File: config.mk
export PLATFORM = sky130hd
export DESIGN_NAME = write_select_flat
export DESIGN_NICKNAME = d
export VERILOG_FILES = /design/src/rtl/write_select_if.sv /design/src/rtl/write_select.sv /design/src/flat_wrapper.sv
export SDC_FILE = /design/constraint.sdc
export NUM_CORES = 1
export LEC_CHECK = 0
export BUFFER_PORTS_ARGS = -buffer_cell sky130_fd_sc_hd__buf_4
export CAP_MARGIN = 20
export CORE_MARGIN = 2
export CORE_UTILIZATION = 52
export CTS_BUF_LIST = sky130_fd_sc_hd__clkbuf_8
export DETAILED_ROUTE_END_ITERATION = 7
export GPL_TIMING_DRIVEN = 0
export PLACE_DENSITY = 0.82
export SLEW_MARGIN = 10
export SYNTH_ARGS = -nofsm -noshare
export SYNTH_HDL_FRONTEND = slang
export SYNTH_SLANG_ARGS = --single-unit
File: constraint.sdc
create_clock -name clk -period 2.9 [get_ports clk]
set_clock_uncertainty 0.15 [all_clocks]
set_input_delay 0.29 -clock clk [delete_from_list [all_inputs] [get_ports clk]]
set_output_delay 0.29 -clock clk [all_outputs]
set_load 0.05 [all_outputs]
File: src/rtl/write_select_if.sv
// Store bus between the CPU side and the write-select block, plus the TX byte stream.
interface write_select_if;
    logic        we;
    logic [31:0] addr;
    logic [31:0] wdata;
    logic        dmem_we;
    logic [31:0] led;
    logic [31:0] seg7;
    logic        timer_load;
    logic [31:0] timer_value;
    logic [7:0]  tx_data;
    logic        tx_valid;
    logic        tx_ready;
    logic        stall;

    // CPU / consumer side: issues stores, accepts TX bytes
    modport master (
        output we, addr, wdata, tx_ready,
        input  dmem_we, led, seg7, timer_load, timer_value, tx_data, tx_valid, stall
    );

    // write_select side
    modport slave (
        input  we, addr, wdata, tx_ready,
        output dmem_we, led, seg7, timer_load, timer_value, tx_data, tx_valid, stall
    );
endinterface

File: src/rtl/write_select.sv
// Store router: sends CPU stores either to data memory or to the memory-mapped
// peripheral registers (LED, SEG7, timer reload, TX byte FIFO).
module write_select #(
    parameter int FIFO_DEPTH = 4
) (
    input logic         clk,
    input logic         rst,
    write_select_if.slave bus
);

    localparam int PTR_W = (FIFO_DEPTH > 1) ? $clog2(FIFO_DEPTH) : 1;
    localparam int CNT_W = $clog2(FIFO_DEPTH + 1);
    localparam logic [CNT_W-1:0] FULL_CNT = CNT_W'(FIFO_DEPTH);

    // Write targets
    localparam logic [11:0] ADDR_LED   = 12'h800;
    localparam logic [11:0] ADDR_SEG7  = 12'h804;
    localparam logic [11:0] ADDR_TIMER = 12'h814;
    localparam logic [11:0] ADDR_TX    = 12'h81C;
    // Read-only registers: stores are swallowed
    localparam logic [11:0] ADDR_RO0   = 12'h808;
    localparam logic [11:0] ADDR_RO1   = 12'h80C;
    localparam logic [11:0] ADDR_RO2   = 12'h810;
    localparam logic [11:0] ADDR_RO3   = 12'h818;

    logic [11:0] off;
    logic        hit_led, hit_seg7, hit_timer, hit_tx, hit_ro;
    logic        push, pop, full;

    logic [31:0]      led;
    logic [31:0]      seg7;
    logic [31:0]      timer_value;
    logic             timer_load;
    logic [7:0]       mem [FIFO_DEPTH];
    logic [PTR_W-1:0] rptr, wptr;
    logic [CNT_W-1:0] count;

    assign off = bus.addr[11:0];

    // Address decode and combinational bus outputs
    always_comb begin
        hit_led   = (off == ADDR_LED);
        hit_seg7  = (off == ADDR_SEG7);
        hit_timer = (off == ADDR_TIMER);
        hit_tx    = (off == ADDR_TX);
        hit_ro    = (off == ADDR_RO0) || (off == ADDR_RO1) ||
                    (off == ADDR_RO2) || (off == ADDR_RO3);
        full      = (count == FULL_CNT);
        bus.dmem_we = bus.we & ~(hit_led | hit_seg7 | hit_timer | hit_tx | hit_ro);
        // full comes from the registered count only: a same-cycle pop never unstalls
        bus.stall   = bus.we & hit_tx & full;
        push        = bus.we & hit_tx & ~full & ~rst;
        pop         = (count != '0) & bus.tx_ready;
    end

    // Peripheral registers; timer_load is a one-cycle registered pulse per store
    always_ff @(posedge clk) begin
        if (rst) begin
            led         <= '0;
            seg7        <= '0;
            timer_value <= '0;
            timer_load  <= 1'b0;
        end else begin
            if (bus.we && hit_led) begin
                led <= bus.wdata;
            end
            if (bus.we && hit_seg7) begin
                seg7 <= bus.wdata;
            end
            if (bus.we && hit_timer) begin
                timer_value <= bus.wdata;
            end
            timer_load <= bus.we && hit_timer;
        end
    end

    // FIFO pointers and occupancy; pointers wrap naturally (power-of-two depth)
    always_ff @(posedge clk) begin
        if (rst) begin
            rptr  <= '0;
            wptr  <= '0;
            count <= '0;
        end else begin
            if (push) begin
                wptr <= wptr + 1'b1;
            end
            if (pop) begin
                rptr <= rptr + 1'b1;
            end
            unique case ({push, pop})
                2'b10:   count <= count + 1'b1;
                2'b01:   count <= count - 1'b1;
                default: count <= count;
            endcase
        end
    end

    // FIFO storage; contents need no reset since count gates visibility
    always_ff @(posedge clk) begin
        if (push) begin
            mem[wptr] <= bus.wdata[7:0];
        end
    end

    assign bus.led         = led;
    assign bus.seg7        = seg7;
    assign bus.timer_value = timer_value;
    assign bus.timer_load  = timer_load;
    assign bus.tx_valid    = (count != '0);
    assign bus.tx_data     = mem[rptr];

endmodule

File: src/flat_wrapper.sv
// flat-port wrapper written by rule: the top's interface ports become plain ports
module write_select_flat 
#(
    parameter int FIFO_DEPTH = 4
)
  (clk, rst, bus_we, bus_addr, bus_wdata, bus_tx_ready, bus_dmem_we, bus_led, bus_seg7, bus_timer_load, bus_timer_value, bus_tx_data, bus_tx_valid, bus_stall);
  write_select_if bus_i ();
  input logic clk;
  input logic rst;
  input wire logic [$bits(bus_i.we)-1:0] bus_we;
  input wire logic [$bits(bus_i.addr)-1:0] bus_addr;
  input wire logic [$bits(bus_i.wdata)-1:0] bus_wdata;
  input wire logic [$bits(bus_i.tx_ready)-1:0] bus_tx_ready;
  output wire logic [$bits(bus_i.dmem_we)-1:0] bus_dmem_we;
  output wire logic [$bits(bus_i.led)-1:0] bus_led;
  output wire logic [$bits(bus_i.seg7)-1:0] bus_seg7;
  output wire logic [$bits(bus_i.timer_load)-1:0] bus_timer_load;
  output wire logic [$bits(bus_i.timer_value)-1:0] bus_timer_value;
  output wire logic [$bits(bus_i.tx_data)-1:0] bus_tx_data;
  output wire logic [$bits(bus_i.tx_valid)-1:0] bus_tx_valid;
  output wire logic [$bits(bus_i.stall)-1:0] bus_stall;
  assign bus_i.we = bus_we;
  assign bus_i.addr = bus_addr;
  assign bus_i.wdata = bus_wdata;
  assign bus_i.tx_ready = bus_tx_ready;
  assign bus_dmem_we = bus_i.dmem_we;
  assign bus_led = bus_i.led;
  assign bus_seg7 = bus_i.seg7;
  assign bus_timer_load = bus_i.timer_load;
  assign bus_timer_value = bus_i.timer_value;
  assign bus_tx_data = bus_i.tx_data;
  assign bus_tx_valid = bus_i.tx_valid;
  assign bus_stall = bus_i.stall;
  write_select #(.FIFO_DEPTH(FIFO_DEPTH)) u_core (.clk(clk), .rst(rst), .bus(bus_i));
endmodule
==> results.toml <==
[logic_synthesis]
synth_compound_gate_area_share = 0.142
synthCells = 533
ys.warnings.count = 0
syn_area_mm2 = 0.00539
synth_top_family_by_area = "simple AND/OR/NAND/NOR gates"
syn_nets = 607
syn_area_per_cell_um2 = 10.1
ys_ff_latch = 138
synth-simple-area-share = 0.180
synthAdderAreaFrac = 0.0153
synth.area.mux_share = 0.0334
seq_area_frac_synth = 0.572
ys_types = 38
yosys.area.top_type = "dfxtp_1"
synth_xor_xnor_area_share = 0.00650
synth_area_leaders = "dfxtp_1 (39%), edfxtp_1 (18%), nand2_1 (14%), a21oi_2 (9.8%), a21oi_1 (3.6%)"
yosysTopAreaCellShare = 0.394

[route]
routed_wl_um = 13900
drt_iter0_markers = 188
num_vias = 4476
drc = 0
ant_nets = 0
avgViaCountPerCell = 5.05
wl_per_cell_um = 15.7
dr.pass1.iters = 5

[placed_design]
dpl_cell_area_mm2 = 0.00671
dp_cells = 823
hpwl_um = 9770
gp_congestion = 0.792
port_buffers = 154

[sta]
hold_viol = 0
slew_violations = 0
max_slew_margin = 0.482
fin_crit_ns = 2.47
fin_setup_tns_ns = 0
finalCritPeriodShare = 0.850
worst_pin_slew_ns = 0.777
setup_viol_count_final = 0
grt_setup_unrepaired = "no"
fmax_mhz = 406

[worst_hold_path]
whs_endpoint = "u_core.bus.timer_load$_SDFF_PP0_"
hold_start = "bus_addr[5]"
hold_path_depth = 4
min_path_type = "in2reg"

[grt]
grt_max_degree = 17
antenna_found_initial = 0
first_global_vias = 4492
top_usage_layer = "met2"
grt_pass1_wl_um = 22300
gr-usage-met1 = 0.292
overflow = 0
use_met2 = 0.449
grt_use_total = 0.255
met3_usage = 0.0711

[run]
max_cap_violations = 0

[layout]
area_growth_pct = 37.8
layout_common_cells = "nand2_1 (194), buf_4 (156), dfxtp_1 (106)"
final_common_cell = "nand2_1"
drive_above_1_share = 0.365
fin_nets = 812
final_cell_count_no_fill = 887
stdcell_area_mm2 = 0.00742
antenna_cells = 0
final_util = 0.729

[floorplan]
core_mm2 = 0.0102
boundaryPins = 176
rows = 37
dieHeight_um = 106
start_util = 0.529
die_area_mm2 = 0.0112
die_w_um = 106

[cts]
clk_pin_slew_worst_paths_ns = 0.08
cts_inserted_buffers = 17
root_buffer = "clkbuf_8"
cts_max_path_buffers = 2
cts.repair.resized = 0
cts_tree = "yes"
cts_sinks = 138
htreeDepth = 4
clkLatencyLatePin_ns = 0.41
post-cts-setup-buffers = 0

[critical_path]
r2r_slack_ns = 0.43
r2r_end = "u_core.count[2]$_SDFFE_PP0P_"
r2r_start = "u_core.count[0]$_SDFFE_PP0P_"
criticalPathCategory = "reg2reg"
worst-path-max-fanout = 6
crit_path_end_kind = "flop"
cp.arrival_ns = 2.66
startpoint_type = "flop"
r2r_cells = 10
cp.required_ns = 3.09

[power]
p_leak_nw = 2.77
ir_worst_vdd_v = 0.000347
power_density_mw_per_mm2 = 491

[run_status]
status = "complete, no violations"
cell usage after synthesis:
cell      number
nand2_1      194
dfxtp_1      106
a21oi_2       60
a21oi_1       39
edfxtp_1      32
clkbuf_1      20
nor2_1        10
mux4_2         8
buf_6          7
inv_1          6
and3_1         5
ha_1           5
and4_1         3
buf_12         3
buf_2          3
nand4_1        3
xor2_1         3
and2_1         2
and3b_1        2
buf_4          2
nand3_1        2
or3_1          2
a211oi_1       1
a21boi_0       1
a21o_1         1
and2_2         1
and4_2         1
buf_1          1
fa_1           1
nor2b_1        1
nor3_1         1
nor4_2         1
nor4_4         1
nor4b_2        1
o21ai_0        1
o31a_1         1
o31ai_1        1
xnor2_1        1
metal layers:
| metal | vias up | wire length (um) |
|---|---|---|
| met4 | 0 | 268 |
| met1 | 2109 | 5540 |
| met5 | - | 0 |
| li1 | 2198 | - |
| met3 | 20 | 890 |
| met2 | 149 | 7210 |
worst max path at each step:
stage                                             from                            to  slack [ns]
after floorplan                                 bus_we  u_core.count[2]$_SDFFE_PP0P_        0.52
after global placement                     bus_addr[5]  u_core.count[2]$_SDFFE_PP0P_        0.28
after detailed placement                   bus_addr[1]  u_core.count[2]$_SDFFE_PP0P_        0.21
after CTS                 u_core.count[0]$_SDFFE_PP0P_  u_core.count[2]$_SDFFE_PP0P_        0.43
after global routing      u_core.count[0]$_SDFFE_PP0P_  u_core.count[2]$_SDFFE_PP0P_        0.29
final                     u_core.count[0]$_SDFFE_PP0P_  u_core.count[2]$_SDFFE_PP0P_        0.43
sequential cells by signal (all words and copies together), names as in the netlist, named ones only:
signal / count
u_core.bus.timer_value: 32
u_core.bus.led: 32
u_core.wptr: 2
u_core.mem: 32
u_core.count: 3
u_core.bus.timer_load: 1
u_core.rptr: 2
u_core.bus.seg7: 32
where the power goes:
group          leakage, nW  switching [mW]  internal [mW]
logic                 1.45          0.0875         0.0795
registers             1.14       0.0000909           1.96
clock network        0.182           0.803          0.709
per-stage QoR:
step,hold slack (ns),total power [mW],setup WS (ns)
5_1_grt,0.0101,3.77,0.293
4_1_cts,0.00244,3.66,0.432
3_5_place_dp,0.299,2.14,0.210
3_3_place_gp,0.291,2.13,0.275
6_report,0.0233,3.64,0.434
2_1_floorplan,0.239,2.05,0.517
area by class of cell:
class,instances,area [um2]
buffer,36,248
clock buffer,17,234
timing repair buffer,186,1480
clock inverter,15,154
inverter,6,22.5
sequential,138,3080
tap,136,170
fill,740,2760
multi-input combinational,353,2030
worst max-delay path, stage by stage (launching register included):
cell	delay [ns]
dfxtp_1	0.36
nor2_1	0.21
a21oi_1	0.18
and2_1	0.22
inv_1	0.07
ha_1	0.18
inv_1	0.06
fa_1	0.37
xor2_1	0.15
or3_1	0.31
a21oi_1	0.13
logic make-up after synthesis:
logic type | after synthesis
flip-flops | 138
adder cells (fa/ha/maj) | 6
multiplexers | 8
AO/OA/AOI/OAI | 105
buffers and inverters | 42
XOR/XNOR | 4
AND/OR/NAND/NOR | 230
timing repair:
action                                 CTS  global route
hold buffers                            32             0
endpoints found under the hold margin  108             0
setup endpoints to repair                0             0
(Power assumes the default switching activity.)
